==> config.mk <==
export PLATFORM = sky130hd
export DESIGN_NAME = multicycle_ctrl_fsm
export DESIGN_NICKNAME = d
export VERILOG_FILES = /design/src/rtl/multicycle_ctrl_fsm_pkg.sv /design/src/rtl/multicycle_ctrl_fsm_mem_wait_timer.sv /design/src/rtl/multicycle_ctrl_fsm.sv
export SDC_FILE = /design/constraint.sdc
export NUM_CORES = 1
export LEC_CHECK = 0
export CORE_MARGIN = 2
export CORE_UTILIZATION = 45
export CTS_CLUSTER_SIZE = 12
export DETAILED_ROUTE_END_ITERATION = 10
export PLACE_DENSITY = 0.8
export SLEW_MARGIN = 10
export SYNTH_ARGS = -nofsm -noshare
export SYNTH_HDL_FRONTEND = slang
export SYNTH_SLANG_ARGS = --single-unit
==> constraint.sdc <==
create_clock -name clk -period 2.51 [get_ports clk]
set_input_delay 0.251 -clock clk [delete_from_list [all_inputs] [get_ports clk]]
set_output_delay 0.251 -clock clk [all_outputs]
set_load 0.05 [all_outputs]
==> src/rtl/multicycle_ctrl_fsm_pkg.sv <==
// Shared definitions for the multicycle control FSM:
// state encodings, opcode constants and decode bundle.
package multicycle_ctrl_fsm_pkg;

    localparam int STATE_W     = 3;
    localparam int TIMEOUT_DEF = 16;

    typedef enum logic [STATE_W-1:0] {
        S_IF   = 3'd0,
        S_ID   = 3'd1,
        S_EX   = 3'd2,
        S_MEM  = 3'd3,
        S_WB   = 3'd4,
        S_TRAP = 3'd5
    } state_t;

    localparam logic [5:0] OP_R    = 6'b000000;
    localparam logic [5:0] OP_LW   = 6'b100011;
    localparam logic [5:0] OP_SW   = 6'b101011;
    localparam logic [5:0] OP_BEQ  = 6'b000100;
    localparam logic [5:0] OP_J    = 6'b000010;
    localparam logic [5:0] OP_ADDI = 6'b001000;

    // One-hot view of the opcode; all zero means illegal.
    typedef struct packed {
        logic r;
        logic lw;
        logic sw;
        logic beq;
        logic j;
        logic addi;
    } op_dec_t;

    // True for states that own a memory request.
    function automatic logic is_mem_state(state_t s);
        return (s == S_IF) || (s == S_MEM);
    endfunction

endpackage

==> src/rtl/multicycle_ctrl_fsm_mem_wait_timer.sv <==
// Counts consecutive non-ready memory cycles and flags
// the last allowed wait cycle before a timeout trap.
module mem_wait_timer #(
    parameter int TIMEOUT = 16
) (
    input  logic clk,
    input  logic rst,
    input  logic count_en,
    input  logic clear,
    output logic expired
);

    localparam int CW = (TIMEOUT > 1) ? $clog2(TIMEOUT) : 1;

    logic [CW-1:0] cnt;

    assign expired = (cnt == CW'(TIMEOUT - 1));

    // Saturating wait counter; clear has priority over counting.
    always_ff @(posedge clk) begin
        if (rst || clear) begin
            cnt <= '0;
        end else if (count_en && !expired) begin
            cnt <= cnt + CW'(1);
        end
    end

endmodule

==> src/rtl/multicycle_ctrl_fsm.sv <==
// Multicycle CPU control FSM: IF/ID/EX/MEM/WB sequencing with
// memory wait states, timeout/illegal-opcode trap and retire count.
module multicycle_ctrl_fsm
    import multicycle_ctrl_fsm_pkg::*;
#(
    parameter int OPCODE_W = 6,
    parameter int TIMEOUT  = TIMEOUT_DEF,
    parameter int CNT_W    = 32
) (
    input  logic                clk,
    input  logic                rst,
    input  logic [OPCODE_W-1:0] opcode,
    input  logic                mem_ready,
    input  logic                stall,
    output logic [2:0]          state,
    output logic                mem_req,
    output logic                mem_we,
    output logic                ir_write,
    output logic                pc_write,
    output logic                jump_take,
    output logic                branch_eval,
    output logic                reg_write,
    output logic                trap,
    output logic [CNT_W-1:0]    instr_count
);

    state_t  state_q;
    state_t  nxt;
    op_dec_t dec;
    logic    go;
    logic    retire;
    logic    expired;
    logic    wait_en;
    logic    wait_clr;

    assign dec.r    = (opcode == OPCODE_W'(OP_R));
    assign dec.lw   = (opcode == OPCODE_W'(OP_LW));
    assign dec.sw   = (opcode == OPCODE_W'(OP_SW));
    assign dec.beq  = (opcode == OPCODE_W'(OP_BEQ));
    assign dec.j    = (opcode == OPCODE_W'(OP_J));
    assign dec.addi = (opcode == OPCODE_W'(OP_ADDI));

    // Nothing advances or strobes under reset, stall or trap.
    assign go = !rst && !stall && (state_q != S_TRAP);

    assign state = state_q;
    assign trap  = (state_q == S_TRAP);

    // Waits count only while a request is actually presented.
    assign wait_en  = mem_req && !mem_ready;
    assign wait_clr = trap || (!stall && !wait_en);

    mem_wait_timer #(
        .TIMEOUT (TIMEOUT)
    ) u_timer (
        .clk      (clk),
        .rst      (rst),
        .count_en (wait_en),
        .clear    (wait_clr),
        .expired  (expired)
    );

    // Next-state and strobe decode for the current state.
    always_comb begin
        nxt         = state_q;
        mem_req     = 1'b0;
        mem_we      = 1'b0;
        ir_write    = 1'b0;
        pc_write    = 1'b0;
        jump_take   = 1'b0;
        branch_eval = 1'b0;
        reg_write   = 1'b0;
        retire      = 1'b0;
        if (go) begin
            unique case (state_q)
                S_IF: begin
                    mem_req = 1'b1;
                    if (mem_ready) begin
                        ir_write = 1'b1;
                        pc_write = 1'b1;
                        nxt      = S_ID;
                    end else if (expired) begin
                        nxt = S_TRAP;
                    end
                end
                S_ID: begin
                    unique case (1'b1)
                        dec.j: begin
                            jump_take = 1'b1;
                            pc_write  = 1'b1;
                            retire    = 1'b1;
                            nxt       = S_IF;
                        end
                        dec.r, dec.lw, dec.sw,
                        dec.beq, dec.addi: nxt = S_EX;
                        default:           nxt = S_TRAP;
                    endcase
                end
                S_EX: begin
                    unique case (1'b1)
                        dec.beq: begin
                            branch_eval = 1'b1;
                            retire      = 1'b1;
                            nxt         = S_IF;
                        end
                        dec.lw, dec.sw:  nxt = S_MEM;
                        dec.r, dec.addi: nxt = S_WB;
                        default:         nxt = S_TRAP;
                    endcase
                end
                S_MEM: begin
                    mem_req = 1'b1;
                    mem_we  = dec.sw;
                    if (mem_ready) begin
                        unique case (1'b1)
                            dec.lw: nxt = S_WB;
                            dec.sw: begin
                                retire = 1'b1;
                                nxt    = S_IF;
                            end
                            default: nxt = S_TRAP;
                        endcase
                    end else if (expired) begin
                        nxt = S_TRAP;
                    end
                end
                S_WB: begin
                    reg_write = 1'b1;
                    retire    = 1'b1;
                    nxt       = S_IF;
                end
                default: nxt = S_TRAP;
            endcase
        end
    end

    // State register and retired-instruction counter.
    always_ff @(posedge clk) begin
        if (rst) begin
            state_q     <= S_IF;
            instr_count <= '0;
        end else begin
            state_q <= nxt;
            if (retire) begin
                instr_count <= instr_count + CNT_W'(1);
            end
        end
    end

endmodule

Word level (Yosys, flattened, before mapping)
Cells that the tools add are included.
- output and inout bits: 43
- input port bits: 10
- flip-flop bits (word level): 39
- logic and storage cells: 63
- reduce and logical (&&, ||, !) cells: 18
- equal/unequal tests: 12
- multiplexer cells: 28
- add/subtract/negate cells: 2
- operator list (kind ; number):
    $add 32x1->32 const B ; 1
    $mux 1 ; 19
    $pmux 3 s5 ; 1
    $eq 6x6->1 const B ; 2
    $pmux 3 s2 ; 2
    $mux 3 ; 3
    $pmux 3 s3 ; 1
    $eq 3x2->1 const B ; 2
    $eq 3x3->1 const B ; 2
    $eq 6x2->1 const B ; 1
    $eq 6x3->1 const B ; 1
    $eq 6x4->1 const B ; 1
    $logic_not 6->1 ; 1
    $reduce_or 2->1 ; 3
    $logic_and 1x1->1 ; 5
    $logic_not 1->1 ; 5
    $reduce_or 5->1 ; 1
    $add 4x1->4 const B ; 1
    $eq 4x4->1 const B ; 1
    $pmux 1 s4 ; 1
    $eq 3x1->1 const B ; 1
    $logic_not 3->1 ; 1
    $ne 3x3->1 const B ; 1
    $logic_or 1x1->1 ; 2
    $pmux 1 s2 ; 1

Depth between registers and ports, before layout
- word-level depth: 9
- mapped depth: 8
- mapped depth without buffers: 6

By module
Synthesis repeated with hierarchy kept, for this count alone.
- cells, all modules: 290
- area total of the unflattened synthesis: 2373.5 um^2
- modules (own cells, without submodules) (module ; area each (um^2) ; instances ; seq. area each (um^2) ; cells an instance):
    multicycle_ctrl_fsm ; 2162.1 ; 1 ; 700.7 ; 268
    mem_wait_timer ; 211.5 ; 1 ; 80.1 ; 22

Worst setup path after synthesis
No wires, ideal clock.
- path kind: reg-to-reg
- start: register instr_count[0]
- end: register instr_count[24]
- arrival: 2.193 ns
- data required time: 2.440 ns
- cell stages (with the launch flop): 8
- slack: 0.246 ns
- buffers on the path: 1
- setup time: 0.070 ns
- period minus slack after synthesis: 2.264 ns
- cells stage by stage: dfxtp_1 > ha_1 > and3_1 > and3_1 > buf_2 > nand3_2 > or4_1 > a21oi_1
- longest elaborated chain between the ends: 1
- RTL lines (what ; line ; text):
    from (decl) ; multicycle_ctrl_fsm.sv:24 ; output logic [CNT_W-1:0] instr_count
    from (signal assigned) ; multicycle_ctrl_fsm.sv:145 ; instr_count <= instr_count + CNT_W'(1);
    $add 32x1->32 ; multicycle_ctrl_fsm.sv:145 ;
Every way passes these cells.
A chain may end at the register's enable or synchronous reset.

Worst setup path after layout
- start: register state_q[0], in the netlist state[0]
- end: output port trap
- longest elaborated chain between the ends: 1
- RTL lines (what ; line ; text):
    from (decl) ; multicycle_ctrl_fsm.sv:27 ; state_t state_q;
    from (signal assigned) ; multicycle_ctrl_fsm.sv:143 ; state_q <= nxt;
    $eq 3x3->1 ; multicycle_ctrl_fsm.sv:47 ; assign trap = (state_q == S_TRAP);
    to (decl) ; multicycle_ctrl_fsm.sv:23 ; output logic trap,
Every way passes these cells.

==> reports/metrics.csv <==
metric;value;unit
vias;2485;
skew final;0.00664;ns
maximum number of pins on one net before global-route repair;32;
grt total ovfl;0;
FF-to-FF End;instr_count[17];
FF-to-FF path depth;6;
routability cong.;0.903;
synth warn;0;
DRC viols;0;
ranking of synthesized cells by area;dfxtp_1, a21oi_1, o31ai_1;
WL/cell;14.3;µm
CP max FO;12;
share of flip-flops with an asynchronous set or reset;0;
measured slew at the worst slew-check pin;0.511;ns
Synth Net Count;298;
first-pass GRT wire length;10.1;mm
worst hold start;instr_count[7];
post-synthesis sequential area ratio;0.334;
die span in y;76.1;µm
fillers;474;
CTS max path bufs;2;
CTS tree;done;
n_diodes;0;
Post-Synthesis Cell Area;2340;µm²
top cell type's share of synthesized area;0.334;
Leak Pwr;0.000997;µW
vias in the first global route;2254;
Core Area;5070;µm²
critical path type;flop to output port;
layout cell share with drive strength beyond 1;0.115;
CTS resizes;0;
Clk Latency, worst-skew pair;0.28;ns
PD cells;389;nW/µm²
Critical Path AT;2.08;ns
cts hold-fix bufs;0;
synthesis-to-finish area growth;32.7;%
Synth Area per Inst;8.17;µm²
die width;76.1;µm
Total GRT Usage;0.205;
Max rail drop VDD;0.379;mV
Synth Flop Type;dfxtp_1;
pins over their slew limit;0;
antenna violations before repair;0;
HP Class;flop to flop;
Ports;53;
most common cell after layout, fill and taps aside;clkdlybuf4s50_1;
DP HPWL;4.30;mm
min Tclk post-route;2.33;ns
Slew headroom;0.659;
Cells after Synth;286;
most frequent cells in the layout;clkdlybuf4s50_1, dfxtp_1, a21oi_1;
final setup fails;0;
Iter 0 DRT Violations;179;
row count;26;
Crit. Startpoint;state[0];
r2r setup slk;0.38;ns
1st-pass router iterations;4;
Root Driver;clkbuf_8;
CTS buffer count;5;
vias per inst;6.09;
WHS Path Cells;2;
status;complete, no violations;
CP endpoint kind;output port;
period utilization;0.927;
Port Buf Inserts;52;
CP Data Required Time;2.26;ns
final hold viol count;0;
RSZ-0062 raised after global routing;false;
post-route ant nets;0;
Synth Register Bits;39;
total die area;5790;µm²
count of different cell masters after synthesis;49;
nets@finish;350;
MaxCap Viol Count;0;
Clock Sinks;39;
Crit Reg-Reg Startpoint;state[1];
CTS H-tree depth;2;
critical path startpoint category;flop;
DRT Wirelength;5.83;mm
Setup Fix Bufs, Post-CTS;0;
Worst Hold End;instr_count[7];
initial core utilization;0.461;
Setup TNS Final;0;ns
number of synthesized flops with an enable pin;0;
clk slew on worst S/H paths;0.07;ns
fmax;430;MHz
post-synth top area cell;dfxtp_1;
final hold slack;0.503;ns
[kinds of logic after synthesis]
kind of cell | Yosys count | synth area share
AND/OR/NAND/NOR | 135 | 0.360
flip-flops | 39 | 0.334
XOR/XNOR | 4 | 0.0150
adder cells (fa/ha/maj) | 2 | 0.0107
buffers and inverters | 21 | 0.0466
multiplexers | 2 | 0.00857
AO/OA/AOI/OAI | 83 | 0.225
[synthesized netlist by cell type (6+ instances only)]
library cell	count
buf_2	9
nand4_1	13
nand4b_1	6
nor3_1	6
nor2_1	14
clkbuf_1	6
or3_1	11
or4_1	12
o21ai_0	20
nand2_1	19
a21oi_1	32
and3_1	8
dfxtp_1	39
nand3_1	19
o31ai_1	14
[worst max-delay path by stage]
stage / cells after the start / end / slack [ns]
final: 3 / trap / 0.18
after global placement: 7 / instr_count[13] / 0.22
after global routing: 3 / trap / 0.08
after floorplan: 7 / instr_count[24] / 0.25
after detailed placement: 7 / instr_count[28] / 0.15
after CTS: 3 / trap / 0.16
[layout make-up]
cell class | instances | area, µm² | area share
repair buffers | 63 | 686 | 0.221
clock buffers | 6 | 82.6 | 0.0266
multi-input cells | 226 | 1450 | 0.467
well taps | 70 | 87.6 | 0.0282
flip-flops and latches | 39 | 781 | 0.252
clock inverters | 1 | 5.00 | 0.00161
inverters | 3 | 11.3 | 0.00363
[sequential cells by signal, indices dropped and copies added (netlist names)]
name / flops
instr_count: 32
state: 3
u_timer.cnt: 4
[through the flow]
stage / instance area (µm²) / total power (µW) / instances / setup slack (ns) / utilization
after floorplan: 2340 / 734 / 286 / 0.246 / -
after global placement: 3010 / 796 / 401 / 0.221 / 0.594
after detailed placement: 3010 / 799 / 401 / 0.150 / 0.594
after CTS: 3100 / 1220 / 408 / 0.161 / 0.611
after global routing: 3100 / 1260 / 408 / 0.0764 / 0.611
final: 3100 / 1210 / 408 / 0.184 / 0.611
[worst max-delay path: stages (launching register included)]
cell	delay [ns]
dfxtp_1	0.54
and2b_1	0.30
and2_1	0.16
clkdlybuf4s50_1	0.80
[metal layers]
metal | track usage | up-vias | wire (µm)
li1 | - | 1226 | -
met1 | 0.257 | 1182 | 2580
met2 | 0.350 | 69 | 2910
met3 | 0.0462 | 8 | 269
met4 | 0.0655 | 0 | 68
met5 | 0 | - | 0
[power breakdown]
part | switching (µW) | internal [µW]
logic | 91.0 | 62.7
clock network | 206 | 216
registers | 9.66 | 622
total | 306 | 900
No activity file was read; power rests on OpenSTA's default activity.
==> RTL edit 1 (same flow settings) <==
Set the parameter `OPCODE_W` to 3 (it was 6).
--- a/src/rtl/multicycle_ctrl_fsm.sv
+++ b/src/rtl/multicycle_ctrl_fsm.sv
@@ -5,3 +5,3 @@
 #(
-    parameter int OPCODE_W = 6,
+    parameter int OPCODE_W = 3,
     parameter int TIMEOUT  = TIMEOUT_DEF,
Interface: changed (resized opcode); port bits go from 53 to 50. The function was not compared with the original's and may differ.
==> RTL edit 1 against the unedited design <==
- cell count is 7.1% lower
- total power down 1.6%
- setup slack lost 2.3 ps
- critical endpoint is now instr_count[26]$_SDFFE_PP0P_
- largest cell class unchanged
- clock skew is 1.8 ps lower
- synthesized area is 6.3% lower
- critical path depth up 3
- wire length is 6.1% lower
- sequential cell count is the same
- cell area fell by 3.8%
==> RTL edit 1: results (changes against the unedited design) <==
metric,value,unit,change
status,finished clean,,unchanged
PortBufs,49,,was 52
CP Max Fanout,14,,was 12
placed cell areas,0.00290,sq mm,was 0.00301 sq mm
Post-DP HPWL,3960,um,was 4300 um
Synth Area in XOR/XNOR,1.60,%,was 1.50%
cell with the most instances after synthesis,dfxtp_1,,unchanged
LEAKAGE,0.984,nW,was 0.997 nW
largest net degree at the start of global routing,23,,was 32
via count of the routed design,2250,,was 2485
Slew HR,59.4,%,was 65.9%
Peak VDD IR,0.388,mV,was 0.379 mV
adder-cell share of the synthesized area,1.14,%,was 1.07%
post-synth net total,275,,was 298
final wirelength,5470,um,was 5830 um
vias in the first global route,2088,,was 2254
Mapped Avg Cell Area,8.23,sq um,was 8.17 sq um
WHS,491,ps,was 503 ps
initial DRC count,213,,was 179
GRT Util Overall,21.6,%,was 20.5%
Post-layout nets,333,,was 350
Hold Path Origin,u_timer.cnt[1]$_SDFFE_PP0P_,,was instr_count[7]$_SDFFE_PP0P_
Place WS,-32.3,ps,was 150 ps
"Arr. time, crit path",2550,ps,was 2080 ps
Synth Area in Compound Gates,24.5,%,was 22.5%
crit share post-route,92.8,%,was 92.7%
Worst Hold End,u_timer.cnt[1]$_SDFFE_PP0P_,,was instr_count[7]$_SDFFE_PP0P_
"Worst Path Class, Setup",reg2reg,,was reg2out
first-pass GRT wire length,9360,um,was 10100 um
top post-synthesis cells by count,"dfxtp_1 (39), a21oi_1 (36), nor2_1 (18), nand2_1 (16), nand3_1 (13)",,"was dfxtp_1 (39), a21oi_1 (32), o21ai_0 (20), nand2_1 (19), nand3_1 (19)"
layout cells sized above 1,14.2,%,was 11.5%
slowest CP cell,a2111o_1,,was clkdlybuf4s50_1
GPL Wtd Cong,0.822,,was 0.903
sequential area share after synthesis,35.7,%,was 33.4%
clock skew,4.81,ps,was 6.64 ps
"Distinct cells, synth",50,,was 49
dpl cells,371,,was 401
CP endpoint,instr_count[26]$_SDFFE_PP0P_,,was trap
R2R Path Start,instr_count[0]$_SDFFE_PP0P_,,was state[1]$_SDFFE_PP0P_
crit-path leading delay family,simple AND/OR/NAND/NOR gates,,was buffers and inverters
Area contributors post-synth,"dfxtp_1 (36%), a21oi_1 (8.2%), o31ai_1 (3.4%), or3_1 (3.4%), nor2_1 (3.1%)",,"was dfxtp_1 (33%), a21oi_1 (6.9%), o31ai_1 (4.5%), o21ai_0 (4.3%), nand3_1 (4.1%)"
[RTL edit 1: cell type report]
cell class / count / area [sq um]
clock buffer: 7 / 76.3
clock inverter: 1 / 5.00
fill: 406 / 1710
inverter: 9 / 33.8
multi-input combinational: 204 / 1320
sequential: 39 / 783
tap: 54 / 67.6
timing repair buffer: 65 / 693
[RTL edit 1: where the power goes]
group          leakage [nW]  internal [mW]  switching (mW)  total (mW)
combinational         0.626         0.0614          0.0841       0.145
sequential            0.316          0.622         0.00978       0.632
clock                0.0422          0.195           0.215       0.410
[RTL edit 1: worst reg2reg max path: stages (launching register included)]
cell and delay (ps):
dfxtp_2 390, ha_1 210, nand4_1 140, or3_4 440, a2111o_1 530, or3_1 400, a21oi_1 160
[RTL edit 1: routing by layer]
| layer | global-route usage [%] | share of wire, % | routed length, um |
|---|---|---|---|
| met4 | 7.27 | 1.7 | 93 |
| met3 | 4.66 | 3.7 | 202 |
| met5 | 0 | 0 | 0 |
| met2 | 35.7 | 50 | 2740 |
| met1 | 27.9 | 45 | 2440 |
==> RTL edit 2 (same flow settings) <==
Without the edit above. Make the reset (`rst`) asynchronous in one clocked block.
--- a/src/rtl/multicycle_ctrl_fsm.sv
+++ b/src/rtl/multicycle_ctrl_fsm.sv
@@ -137,3 +137,3 @@
     // State register and retired-instruction counter.
-    always_ff @(posedge clk) begin
+    always_ff @(posedge clk or posedge rst) begin
         if (rst) begin
Function: differs if rst is asserted again (counterexample within 4 cycles, from zero or initial values and one cycle with rst high); with rst held inactive, the same outputs for 10 cycles.
==> RTL edit 2 against the unedited design <==
- synthesized area down 3.6%
- utilization up 5.2 points
- register-to-register slack worse by 180 ps
- sequential cell count unchanged
- wire length down 9.7%
- largest cell class unchanged
- via count down 20%
- cell area up 2.3%
- maximum frequency up 0.77%
- synthesized cell count down 23%
- setup slack better by 18 ps
Power is not compared: it rests on default switching activity, and its combinational part moved more than twofold at a synthesized area within 25%.
==> RTL edit 2: results (changes against the unedited design) <==
metric,value,unit,change
r2r endpoint,instr_count[27]$_DFFE_PP0P_,,was instr_count[17]$_SDFFE_PP0P_
top post-synthesis cells by count,"dfrtp_1 (35), xor2_1 (30), nand2_1 (21), nor4_2 (14), nor3_1 (12)",,"was dfxtp_1 (39), a21oi_1 (32), o21ai_0 (20), nand2_1 (19), nand3_1 (19)"
WHS,480,ps,was 503 ps
sequential area share after synthesis,42.4,%,was 33.4%
"Arr. time, crit path",2540,ps,was 2080 ps
metal2 WL,2560,um,was 2910 um
buffering overhead,23.9,%,was 22.1%
vias in the first global route,1795,,was 2254
crit end category,flip-flop,,was primary output
M3 GR Usage,5.49,%,was 4.62%
reg2reg setup slack,200,ps,was 380 ps
Synth async-reset ratio,89.7,%,was 0%
placed cell areas,0.00308,sq mm,was 0.00301 sq mm
crit share post-route,92.0,%,was 92.7%
"Distinct cells, synth",44,,was 49
dpl cells,353,,was 401
Worst Hold End,instr_count[31]$_DFFE_PP0P_,,was instr_count[7]$_SDFFE_PP0P_
Core Rows,25,,was 26
sequential cell area share,30.1,%,was 25.2%
Slew HR,53.4,%,was 65.9%
CLK BUF,5,,was 6
Hold Path Origin,instr_count[31]$_DFFE_PP0P_,,was instr_count[7]$_SDFFE_PP0P_
grt met1 use,27.4,%,was 25.7%
clk_lat worst skew,300,ps,was 280 ps
wire per inst,14.6,um,was 14.3 um
WL met3,294,um,was 269 um
Area contributors post-synth,"dfrtp_1 (39%), xor2_1 (12%), nor4_2 (7.8%), dfxtp_1 (3.6%), nand2_1 (3.5%)",,"was dfxtp_1 (33%), a21oi_1 (6.9%), o31ai_1 (4.5%), o21ai_0 (4.3%), nand3_1 (4.1%)"
Post-layout nets,305,,was 350
DRT met1 WL,2330,um,was 2580 um
area of the multi-input gates,0.00127,sq mm,was 0.00145 sq mm
Non-CTS buffers,73,,was 63
CP Max Fanout,11,,was 12
launch point of the worst path,state[2]$_DFFE_PP0P_,,was state[0]$_SDFFE_PP0P_
status,finished clean,,unchanged
clock-cell share of area,2.80,%,was 2.82%
first-pass GRT wire length,8570,um,was 10100 um
post-synth net total,233,,was 298
post-synth top area cell,dfrtp_1,,was dfxtp_1
## RTL edit 2: changes by cell type after synthesis, sizes merged, moves of 11 or more
cell / unedited run / this run
nor4: 1 / 20
o31ai: 15 / 1
o21ai: 20 / 4
dfrtp: 0 / 35
or4: 12 / 1
a21oi: 32 / 8
xor2: 2 / 30
dfxtp: 39 / 4
## RTL edit 2: worst max-delay path, cell delays in order, from the launching register on
cell and delay [ps]:
dfrtp_1 400, or4b_4 560, nor4_1 420, nor4_4 160
buf_12 180, nor4_2 360, xor2_1 170
## RTL edit 2: logic make-up (layout without fill, tap and decap cells)
kind of cell,Yosys count,in the layout,share of synthesized area [%]
AOI/OAI and AO/OA,24,24,6.77
and+or+nand+nor,111,111,34.0
buffers and inverters,12,85,2.72
muxes,1,1,0.500
xor gates and xnor gates,32,32,12.4
DFF,39,39,42.4
adders and majority gates,2,2,1.11
